[src/rtl/cdc_mux_pkg.sv]
// Shared types and helpers for the synchronizer datapath collector stage.
// Holds the collector state encoding, source indices and round-robin pick.
package cdc_mux_pkg;

    typedef enum logic [1:0] {
        IDLE,
        CAPTURE,
        DRAIN
    } collector_state_t;

    localparam int unsigned SEL_WIDTH = 2;

    localparam logic [SEL_WIDTH-1:0] SRC_A = 2'd0;
    localparam logic [SEL_WIDTH-1:0] SRC_B = 2'd1;
    localparam logic [SEL_WIDTH-1:0] SRC_C = 2'd2;
    localparam logic [SEL_WIDTH-1:0] SRC_D = 2'd3;

    // Scan last+1, last+2, last+3, last (mod 4); the 2-bit add wraps naturally.
    // With no request set the previous owner is returned unchanged.
    function automatic logic [SEL_WIDTH-1:0] rr_pick(
        input logic [3:0]           req,
        input logic [SEL_WIDTH-1:0] last
    );
        logic [SEL_WIDTH-1:0] idx;
        logic                 found;
        rr_pick = last;
        found   = 1'b0;
        for (int unsigned i = 1; i <= 4; i++) begin
            idx = last + SEL_WIDTH'(i);
            if (!found && req[idx]) begin
                rr_pick = idx;
                found   = 1'b1;
            end
        end
    endfunction

endpackage

[src/rtl/mux_4_to_1.sv]
// Plain 4-to-1 word mux steered by the collector's registered select.
module mux_4_to_1
    import cdc_mux_pkg::*;
#(
    parameter  int INPUT_BIT_LENGTH = 1,
    localparam int W = (INPUT_BIT_LENGTH <= 0) ? 1 : INPUT_BIT_LENGTH
) (
    input  logic [W-1:0]         a,
    input  logic [W-1:0]         b,
    input  logic [W-1:0]         c,
    input  logic [W-1:0]         d,
    input  logic [SEL_WIDTH-1:0] sel,
    output logic [W-1:0]         z
);

    always_comb begin
        z = '0;
        case (sel)
            SRC_A:   z = a;
            SRC_B:   z = b;
            SRC_C:   z = c;
            SRC_D:   z = d;
            default: z = '0;
        endcase
    end

endmodule

[src/rtl/mux_4_rr_collector.sv]
// Round-robin collector: grants one of four sources, steers the mux select,
// registers the chosen word and holds it on a valid/ready output until taken.
module mux_4_rr_collector
    import cdc_mux_pkg::*;
#(
    parameter  int INPUT_BIT_LENGTH = 1,
    localparam int W = (INPUT_BIT_LENGTH <= 0) ? 1 : INPUT_BIT_LENGTH
) (
    input  logic                 clk,
    input  logic                 rst_n,
    input  logic [3:0]           req,
    input  logic [W-1:0]         a,
    input  logic [W-1:0]         b,
    input  logic [W-1:0]         c,
    input  logic [W-1:0]         d,
    output logic [3:0]           ack,
    output logic [SEL_WIDTH-1:0] sel,
    output logic [W-1:0]         out_data,
    output logic                 out_valid,
    input  logic                 out_ready,
    output logic                 busy
);

    collector_state_t     state;
    logic [SEL_WIDTH-1:0] last;
    logic [W-1:0]         mux_z;
    logic [3:0]           masked_req;
    logic [SEL_WIDTH-1:0] pick_idle;
    logic [SEL_WIDTH-1:0] pick_drain;

    mux_4_to_1 #(
        .INPUT_BIT_LENGTH(INPUT_BIT_LENGTH)
    ) u_mux (
        .a  (a),
        .b  (b),
        .c  (c),
        .d  (d),
        .sel(sel),
        .z  (mux_z)
    );

    // The source acked this cycle still shows its old req; masking it here
    // keeps that stale request from winning the back-to-back grant.
    assign masked_req = req & ~ack;
    assign pick_idle  = rr_pick(masked_req, last);
    assign pick_drain = rr_pick(masked_req, sel);

    always_ff @(posedge clk or negedge rst_n) begin
        if (!rst_n) begin
            state     <= IDLE;
            sel       <= SRC_A;
            last      <= SRC_D;
            ack       <= '0;
            out_valid <= 1'b0;
            out_data  <= '0;
            busy      <= 1'b0;
        end else begin
            case (state)
                IDLE: begin
                    ack <= '0;
                    if (|masked_req) begin
                        sel   <= pick_idle;
                        state <= CAPTURE;
                        busy  <= 1'b1;
                    end
                end
                CAPTURE: begin
                    out_data  <= mux_z;
                    out_valid <= 1'b1;
                    ack       <= '0;
                    ack[sel]  <= 1'b1;
                    state     <= DRAIN;
                    busy      <= 1'b1;
                end
                DRAIN: begin
                    ack <= '0;
                    // The accepted grant becomes the rotation origin for this
                    // same-cycle pick, so pick_drain scans from sel, not last.
                    if (out_valid && out_ready) begin
                        out_valid <= 1'b0;
                        last      <= sel;
                        if (|masked_req) begin
                            sel   <= pick_drain;
                            state <= CAPTURE;
                        end else begin
                            state <= IDLE;
                            busy  <= 1'b0;
                        end
                    end
                end
                default: begin
                    ack   <= '0;
                    state <= IDLE;
                    busy  <= 1'b0;
                end
            endcase
        end
    end

endmodule

[config.mk]
export PLATFORM = sky130hd
export DESIGN_NAME = mux_4_rr_collector
export DESIGN_NICKNAME = d
export VERILOG_FILES = /design/src/rtl/cdc_mux_pkg.sv /design/src/rtl/mux_4_to_1.sv /design/src/rtl/mux_4_rr_collector.sv
export SDC_FILE = /design/constraint.sdc
export NUM_CORES = 1
export LEC_CHECK = 0
export CORE_MARGIN = 1
export CORE_UTILIZATION = 45
export DETAILED_ROUTE_END_ITERATION = 12
export DONT_BUFFER_PORTS = 1
export PLACE_DENSITY = 0.66
export SKIP_LAST_GASP = 1
export SYNTH_ARGS = -nofsm -noshare
export SYNTH_HDL_FRONTEND = slang
export SYNTH_SLANG_ARGS = --single-unit
export TNS_END_PERCENT = 20
[constraint.sdc]
create_clock -name clk -period 4.9 [get_ports clk]
set_input_delay 0.735 -clock clk [delete_from_list [all_inputs] [get_ports clk]]
set_output_delay 0.735 -clock clk [all_outputs]
set_load 0.05 [all_outputs]
==> out/metrics.yaml, run 1 <==
outcome: "completed"
rsz0062_at_grt: "false"
vias_per_cell: 6.405
synth_ff_type: "dfrtp_1"
cts_sinks: 13
ys_seq_area_frac: 0.3372
root_buffer: "clkbuf_4"
fin_tns_setup_ns: 0
required_ns: 5.08
end_kind: "flip-flop"
synth_top_area_cell: "dfrtp_1"
wirelength_um: 2311
numPortBuffers: 0
async_flop_share: 1.000
cts_tree: "done"
crit_path_max_fanout: 15
grt_pass1_vias: 790
syn_area_um2: 972.2
ys_types: 46
p_leak_nw: 0.4329
cts_setup_buffers: 0
num_vias: 839
num_antenna_cells: 0
grt_usage: 0.2121
remaining_drc_errors: 0
timing.final.crit_share: 0.5544
cap_violations: 0
syn_inst: 105
holdBufCountCts: 0
cts_htree_levels: 1
area_growth_pct: 4.118
synth_area_per_cell_um2: 9.259
grt_first_pass_wirelength_um: 3801
row_count: 16
skew_ns: 0.004208
nets: 121
dieWidth_um: 48.48
grt-ovfl-total: 0
yosysMostFrequentCell: "dfrtp_1"
cts_buffer_depth: 2
start_kind: "flip-flop"
ff2ff_setup_slack_ns: 2.18
slew_viol_final: 0
ys_ff_latch: 13
ir_drop_v: 0.0004463
netlist_top_cells_area: "dfrtp_1 (28%), ha_1 (6.4%), dfstp_2 (5.4%)"
hold_class: "in2async"
clkLatencyLatePin_ns: 0.29
pre_cts_slack_ns: 2.256
dpl.hpwl_um: 1692
multiInputGateArea_um2: 604.3
coreArea_mm2: 0.002002
cts_buffers: 3
period_minus_slack_ns: 2.717
top_level_ports: 20
synth_top_area_frac: 0.2831
routabilityCongestion: 0.7535
setup_viol: 0
p_per_area_mw_per_mm2: 704.0
start_util: 0.4856
synth-edff-count: 0
slew_headroom: 0.3758
post_drt_wl_per_cell_um: 17.64
fmax_ghz: 0.3681
drive_gt1_frac: 0.1250
hold_viol: 0
seqCellArea_um2: 327.8
clk_pin_slew_ns: 0.08
grt_max_degree: 16
worst_slew_pin_slew_ns: 0.9362
crit_type: "reg2reg"
die_h_um: 48.48
fillCellCount: 198
ys_warn_count: 0
die_area_mm2: 0.002350
ant_nets: 0
drt_iter0_drc: 47
synth_nets: 121
worst_slack_ns: 2.183
worst-endpoint-arrival_ns: 2.89
cts.repair.resized: 0
antenna_found_initial: 0
synth_common_cells: "dfrtp_1 (11), o21ai_0 (9), nand2_1 (8), nor2_1 (6)"
drt_first_pass_iters: 4
-- metal layers --
metal,track usage,vias up,share of wire
met1,0.2920,405,0.46
met5,0,-,0
met3,0.04088,6,0.068
met2,0.3216,35,0.45
li1,-,393,-
met4,0.09804,0,0.019
-- stage by stage --
step	hold slack (ns)	std cells	power [mW]	instance area, µm²	utilization
2_1_floorplan	0.4394	105	0.5698	972.2	-
3_3_place_gp	0.4398	127	0.6268	984.7	0.4919
3_5_place_dp	0.4399	127	0.6357	984.7	0.4919
4_1_cts	0.1272	131	0.7076	1012	0.5056
5_1_grt	0.1192	131	0.7652	1012	0.5056
6_report	0.1278	131	0.7126	1012	0.5056
-- state kept, by name, indices dropped and copies added, names as in the netlist --
| signal | flops |
|---|---|
| busy | 1 |
| last | 2 |
| ack | 4 |
| sel | 2 |
| out_valid | 1 |
| out_data | 1 |
| state | 2 |
-- cell families after synthesis --
group | share of synthesized area
AND/OR/NAND/NOR | 0.2767
adder cells (fa/ha/maj) | 0.06435
multiplexers | 0.04504
AO/OA/AOI/OAI | 0.2355
flip-flops | 0.3372
buffers and inverters | 0.04118
-- cell type report --
cell class                      instances  share of cell area
Multi-Input combinational cell         82              0.5970
Inverter                                5             0.01854
Clock buffer                            3             0.02225
Clock inverter                          1            0.004944
Sequential cell                        13              0.3239
Tap cell                               27             0.03337
-- worst paths after layout --
check | start | endpoint | depth (start not counted)
setup / recovery | sel[0]$_DFFE_PN0P_ | sel[1]$_DFFE_PN0P_ | 6
hold / removal | rst_n | ack[0]$_DFF_PN0_ | 0
setup reg to reg | sel[0]$_DFFE_PN0P_ | sel[1]$_DFFE_PN0P_ | 6
hold reg to reg | last[0]$_DFFE_PN1P_ | last[0]$_DFFE_PN1P_ | 2
max in group asynchronous | rst_n | last[0]$_DFFE_PN1P_ | 0
min in group clk | last[0]$_DFFE_PN1P_ | last[0]$_DFFE_PN1P_ | 2
-- worst max-delay path: stages (launching register included) --
cell and delay (ns):
dfrtp_1 0.97, inv_1 0.27, ha_1 0.39, mux4_2 0.33, o31a_1 0.13, o211a_1 0.23
o32a_1 0.28
-- where the power goes --
| group | leakage [nW] | internal (mW) | switching, mW |
|---|---|---|---|
| logic | 0.259 | 0.144 | 0.159 |
| clock network | 0.0177 | 0.0304 | 0.0388 |
| registers | 0.156 | 0.155 | 0.185 |
| total | 0.433 | 0.330 | 0.382 |
-- cell usage in the layout, fill, tap and decap left out, types with 2 or more instances in the layout --
| cell type | netlist | final |
|---|---|---|
| a21oi_1 | 2 | 2 |
| a311oi_1 | 2 | 2 |
| a31oi_1 | 2 | 2 |
| and2_1 | 5 | 5 |
| clkbuf_4 | 0 | 3 |
| dfrtp_1 | 11 | 11 |
| dfstp_2 | 2 | 2 |
| ha_1 | 5 | 5 |
| inv_1 | 5 | 5 |
| nand2_1 | 8 | 8 |
| nand2b_1 | 2 | 2 |
| nand2b_4 | 3 | 3 |
| nand3_1 | 4 | 4 |
| nor2_1 | 6 | 6 |
| nor2b_1 | 5 | 5 |
| nor3_1 | 2 | 2 |
| o21ai_0 | 9 | 9 |
| o31ai_1 | 2 | 2 |
Note: power is estimated with default switching activity, not from simulation.
==> inputs of run 2 (changes only) <==
- ABC_AREA: unset -> 1
- clock period: 4.9 -> 2.5 ns (I/O delays scaled with it)
==> run 2 against run 1 <==
Design area grew 15%. Setup slack got worse by 1.5 ns. Routed wire length is 14% higher. First-iteration DRC count shrank 6.4%. Sequential cell count unchanged. Critical path depth is 5 higher. Synthesized cell count grew 61%. Area after synthesis grew 12%. Global-route usage is 2.6 points higher. Utilization rose by 1.1 points.
==> out/metrics.yaml, run 2 <==
outcome: "completed"
syn_area_mm2: 0.001094  # +12%
cts.repair.resized: 0  # unchanged
area_growth_pct: 6.522
num_antenna_cells: 0  # unchanged
netlist_top_cells_area: "dfrtp_1 (25%), nand2_1 (19%), nand3_1 (13%)"
cts_setup_buffers: 0  # unchanged
ant_nets: 0  # unchanged
synth_top_area_cell: "dfrtp_1"
async_flop_share: 1.000  # unchanged
vias_per_cell: 5.621  # -12%
slew_viol_final: 0  # unchanged
drt_first_pass_iters: 4  # unchanged
cpMostUsedCell: "nand2_1"
antenna_found_initial: 0  # unchanged
grt_max_degree: 14  # -2
syn_inst: 169  # +61%
slew_headroom: 0.6176  # +0.2417
die_h_um: 51.30  # +5.8%
numPortBuffers: 0  # unchanged
crit_path_max_fanout: 6  # -9
clk_pin_slew_ns: 0.08  # about the same
routabilityCongestion: 0.8669  # +15%
final_cell_area_mm2: 0.001165  # +15%
fmax_ghz: 0.5475  # +49%
final_common_cell: "nand2_1"
ys_ff_latch: 13  # unchanged
grt_first_pass_wirelength_um: 4588  # +21%
timing.final.crit_share: 0.7305  # +0.1761
worst_slew_pin_slew_ns: 0.5718  # -0.3645 ns
die_area_mm2: 0.002631  # +12%
num_vias: 1141  # +36%
fin_tns_setup_ns: 0  # unchanged
pre_cts_slack_ns: 0.7008  # -1.555 ns
coreArea_mm2: 0.002255  # +13%
cts_sinks: 13  # unchanged
dieWidth_um: 51.30  # +5.8%
required_ns: 2.68  # -2.40 ns
synth-edff-count: 0  # unchanged
cpPeakStageDelay_ns: 0.64  # -0.33 ns
hold_class: "in2reg"
cts_buffers: 3  # unchanged
rr_worst_depth: 11  # +5
ys_warn_count: 0  # unchanged
start_kind: "flip-flop"
cpLargestDelayFamily: "simple AND/OR/NAND/NOR gates"
worst-endpoint-arrival_ns: 2.00  # -0.89 ns
nets: 192  # +59%
wirelength_um: 2643  # +14%
grt_usage: 0.2381  # +0.02604
synth_common_cells: "nand2_1 (56), nand3_1 (29), inv_1 (17), nor2_1 (13), dfrtp_1 (11)"
cap_violations: 0  # unchanged
largest_register_ff_count: 4  # unchanged
worst_slack_ns: 0.6736  # -1.510 ns
p_leak_nw: 0.6134  # +42%
ir_drop_v: 0.0009546  # +110%
hold_viol: 0  # unchanged
top_level_ports: 20  # unchanged
row_count: 17  # +1
dpl.hpwl_um: 2032  # +20%
placed_area_mm2: 0.001129  # +15%
root_buffer: "clkbuf_4"
path_buf_inv: 1  # unchanged
crit_chain: "inv_1, nand3_1, nand3_2, nand2_2, nand3_2, nand2_1, nand2_1, nand2_1, nand2_1, nand2_1, nand2_1"
p_per_area_mw_per_mm2: 1557  # +120%
start_util: 0.4850  # -0.0006080
largest_register: "ack"
cp_slowest_cell: "dfrtp_1"
remaining_drc_errors: 0  # unchanged
synth_top_area_frac: 0.2517  # -0.03142
ys_types: 23  # -50%
grt-ovfl-total: 0  # unchanged
period_minus_slack_ns: 1.826  # -0.8904 ns
crit_type: "reg2reg"
cts_htree_levels: 1  # unchanged
min_delay_path_depth: 2
ys_seq_area_frac: 0.2998  # -0.03742
post_drt_wl_per_cell_um: 13.02  # -26%
setup_viol: 0  # unchanged
layout_common_cells: "nand2_1 (56), nand3_1 (29), inv_1 (17)"
cp.depth: 11  # +5
clkLatencyLatePin_ns: 0.28  # about the same
drt_iter0_drc: 44  # -6.4%
holdBufCountCts: 1  # +1
drive_gt1_frac: 0.1143  # -0.01071
end_kind: "flip-flop"
grt_pass1_vias: 1083  # +37%
synth_area_per_cell_um2: 6.471  # -30%
rsz0062_at_grt: "false"
skew_ns: 0.004491  # +0.0002829 ns
cts_buffer_depth: 2  # unchanged
synth_nets: 185  # +53%
cts_tree: "done"
synth_ff_type: "dfrtp_1"
yosysMostFrequentCell: "nand2_1"
[run 2: routing by layer]
metal | track usage | routed length [µm] | up-vias | part of all wire
met5 | 0 | 0 | - | 0
li1 | - | - | 565 | -
met4 | 0.1532 | 88 | 0 | 0.033
met2 | 0.3969 | 1259 | 41 | 0.48
met1 | 0.2849 | 1150 | 526 | 0.44
met3 | 0.03274 | 145 | 9 | 0.055
[run 2: cell type report]
| cell class | count | area [µm²] |
|---|---|---|
| repair buffers | 4 | 32.53 |
| well taps | 28 | 35.03 |
| inverters | 20 | 80.08 |
| flip-flops and latches | 13 | 327.8 |
| clock buffers | 4 | 26.28 |
| multi-input cells | 134 | 663.1 |
| fillers | 223 | 1090 |
[run 2: power by group]
group | switching [mW] | total, mW | internal [mW]
clock | 0.0704 | 0.132 | 0.0620
combinational | 0.767 | 1.14 | 0.376
sequential | 0.230 | 0.539 | 0.309
[run 2: per-stage QoR]
stage	std cells	hold slack (ns)	total power, mW	util
final	203	0.3040	1.814	0.5166
after global routing	203	0.2927	2.001	0.5166
after detailed placement	198	0.07963	1.669	0.5006
after floorplan	169	0.07941	1.447	-
after global placement	198	0.07964	1.648	0.5006
after CTS	203	0.2997	1.812	0.5166
[run 2: worst register-to-register path: stages (launching register included)]
cell	delay, ns
dfrtp_1	0.64
inv_1	0.24
nand3_1	0.17
nand3_2	0.11
nand2_2	0.12
nand3_2	0.10
nand2_1	0.07
nand2_1	0.05
nand2_1	0.08
nand2_1	0.05
nand2_1	0.05
nand2_1	0.05
[run 2: final timing paths]
path,from,endpoint,slack [ns]
worst max-delay path,ack[3]$_DFF_PN0_,sel[0]$_DFFE_PN0P_,0.67
worst min-delay path,a,out_data$_DFFE_PN0P_,0.30
min in group asynchronous,rst_n,sel[0]$_DFFE_PN0P_,0.52
max in group asynchronous,rst_n,last[0]$_DFFE_PN1P_,1.60
worst min register to register,state[1]$_DFFE_PN0P_,busy$_DFFE_PN0P_,0.49
worst max register to register,ack[3]$_DFF_PN0_,sel[0]$_DFFE_PN0P_,0.67
[run 2: logic make-up after synthesis]
kind of cell    after synthesis  synth area share
buf+inv                      22           0.09381
compound gates               17           0.08696
fa+ha+maj                     5           0.05721
flops                        13            0.2998
simple gates                112            0.4622
==> inputs of run 3 (changes only) <==
- ABC_AREA: 1 -> 0
- clock period: 2.5 -> 1.8 ns (I/O delays scaled with it)
==> run 3 against run 2 <==
The run now ends with setup timing left. Die area is 11% lower. Fmax is 1.1% lower. Clock-buffer cell count stayed put. Hold slack worse by 0.13 ns. Highest routed layer unchanged. Critical endpoint is now sel[1]$_DFFE_PN0P_.
==> out/metrics.yaml, run 3 (same netlist as run 1, synthesis figures left out) <==
nets: 145  # -24%
root_buffer: "clkbuf_4"
cap_violations: 0  # unchanged
seqCellArea_um2: 330.3  # +0.76%
num_antenna_cells: 0  # unchanged
ant_nets: 0  # unchanged
cts_tree: "done"
crit_chain: "inv_6, ha_4, mux4_2, o31a_1, o211a_1, o32a_1"
worst_slack_ns: -0.04735  # -0.7210 ns
row_count: 16  # -1
largest_register: "ack"
start_util: 0.4856  # +0.0006080
period_minus_slack_ns: 1.847  # +0.02098 ns
hold_viol: 0  # unchanged
cpLargestDelayFamily: "compound AO/OA/AOI/OAI gates"
routabilityCongestion: 0.8675  # about the same
coreArea_mm2: 0.002002  # -11%
cp_slowest_cell: "dfrtp_2"
cts_htree_levels: 1  # unchanged
grt_first_pass_wirelength_um: 3919  # -15%
crit_path_max_fanout: 8  # +2
drt_iter0_drc: 21  # -52%
outcome: "finished with violations"
numPortBuffers: 0  # unchanged
drt_first_pass_iters: 4  # unchanged
multiInputGateArea_um2: 639.4  # -3.6%
placed_area_mm2: 0.001177  # +4.3%
skew_ns: 0.008036  # +0.003545 ns
cts_buffers: 3  # unchanged
end_kind: "flip-flop"
final_cell_area_mm2: 0.001236  # +6.1%
start_kind: "flip-flop"
p_per_area_mw_per_mm2: 1844  # +18%
worst-endpoint-arrival_ns: 2.02  # +0.02 ns
dpl.hpwl_um: 1905  # -6.3%
rsz0062_at_grt: "true"
die_area_mm2: 0.002350  # -11%
timing.final.crit_share: 1.026  # +0.2958
grt_usage: 0.2194  # -0.01874
grt-ovfl-total: 0  # unchanged
remaining_drc_errors: 0  # unchanged
final_common_cell: "buf_4"
num_vias: 927  # -19%
fmax_ghz: 0.5413  # -1.1%
layout_common_cells: "buf_4 (23), o21ai_0 (9), dfrtp_1 (9)"
crit_type: "reg2reg"
slew_headroom: 0.5887  # -0.02885
setup_viol: 1  # +1
vias_per_cell: 5.981  # +6.4%
worst_slew_pin_slew_ns: 0.6149  # +0.04313 ns
drive_gt1_frac: 0.3359  # +0.2217
p_leak_nw: 0.5493  # -10%
antenna_found_initial: 0  # unchanged
cts_setup_buffers: 0  # unchanged
cpPeakStageDelay_ns: 0.49  # -0.15 ns
ir_drop_v: 0.001073  # +12%
grt_pass1_vias: 848  # -22%
top_level_ports: 20  # unchanged
violations: "setup timing"
required_ns: 1.97  # -0.71 ns
path_buf_inv: 1  # unchanged
area_growth_pct: 27.16
dp_cells: 150  # -24%
cts_sinks: 13  # unchanged
fillCellCount: 165  # -26%
slew_viol_final: 0  # unchanged
wirelength_um: 2464  # -6.8%
clkLatencyLatePin_ns: 0.29  # about the same
finalNonFillerCells: 155  # -24%
die_h_um: 48.48  # -5.5%
largest_register_ff_count: 4  # unchanged
grt_max_degree: 14  # unchanged
dieWidth_um: 48.48  # -5.5%
post_drt_wl_per_cell_um: 15.90  # +22%
hold_class: "in2reg"
cts_buffer_depth: 2  # unchanged
clk_pin_slew_ns: 0.09  # about the same
-- run 3: changes by cell type in the layout (fill, tap and decap cells not counted), sizes merged, moves of 8 or more --
cell | before | now
inv | 20 | 5
buf | 3 | 23
nand2 | 59 | 8
nand3 | 33 | 4
nor2 | 14 | 6
-- run 3: what timing repair did --
item | in CTS | in global routing
hold endpoints to repair | 13 | 0
hold buffers | 1 | 0
resized for setup | 1 | 3
setup endpoints to repair | 1 | 3
-- run 3: cell type report --
type | count | area share
clock buffers | 4 | 0.02125
flip-flops and latches | 13 | 0.2672
multi-input cells | 82 | 0.5172
repair buffers | 24 | 0.1478
inverters | 5 | 0.01923
well taps | 27 | 0.02733
-- run 3: per-layer routing --
| metal | track usage | vias to the layer above | wire length (µm) |
|---|---|---|---|
| met5 | 0 | - | 0 |
| met4 | 0.08824 | 0 | 36 |
| met3 | 0.03459 | 4 | 97 |
| met2 | 0.3545 | 26 | 1188 |
| met1 | 0.2944 | 456 | 1140 |
| li1 | - | 441 | - |
-- run 3: through the flow --
stage                     setup TNS (ns)  worst slack, ns  utilization  hold WS (ns)  power [mW]
final                           -0.04735         -0.04735       0.6175        0.1691       2.280
after global routing             -0.1940         -0.09203       0.6175        0.2299       2.424
after floorplan                  -0.3454          -0.2930            -      -0.02559       1.611
after CTS                       -0.04404         -0.04404       0.6094        0.1738       2.243
after global placement          -0.06009         -0.06009       0.5881      -0.02537       2.011
after detailed placement        -0.09596         -0.09596       0.5881      -0.02541       2.031
-- run 3: path summary, 6_finish.rpt --
check | from | to | depth (start not counted) | slack [ns]
max in group asynchronous | rst_n | sel[1]$_DFFE_PN0P_ | 1 | 0.94
max | sel[0]$_DFFE_PN0P_ | sel[1]$_DFFE_PN0P_ | 6 | -0.05
min in group asynchronous | rst_n | ack[0]$_DFF_PN0_ | 1 | 0.42
min reg2reg | last[0]$_DFFE_PN1P_ | last[0]$_DFFE_PN1P_ | 2 | 0.52
max reg2reg | sel[0]$_DFFE_PN0P_ | sel[1]$_DFFE_PN0P_ | 6 | -0.05
min | out_ready | last[1]$_DFFE_PN1P_ | 2 | 0.17
-- run 3: report_power, final --
part | switching [mW] | internal (mW)
Sequential | 0.216 | 0.434
Clock | 0.109 | 0.0863
Combinational | 0.808 | 0.627
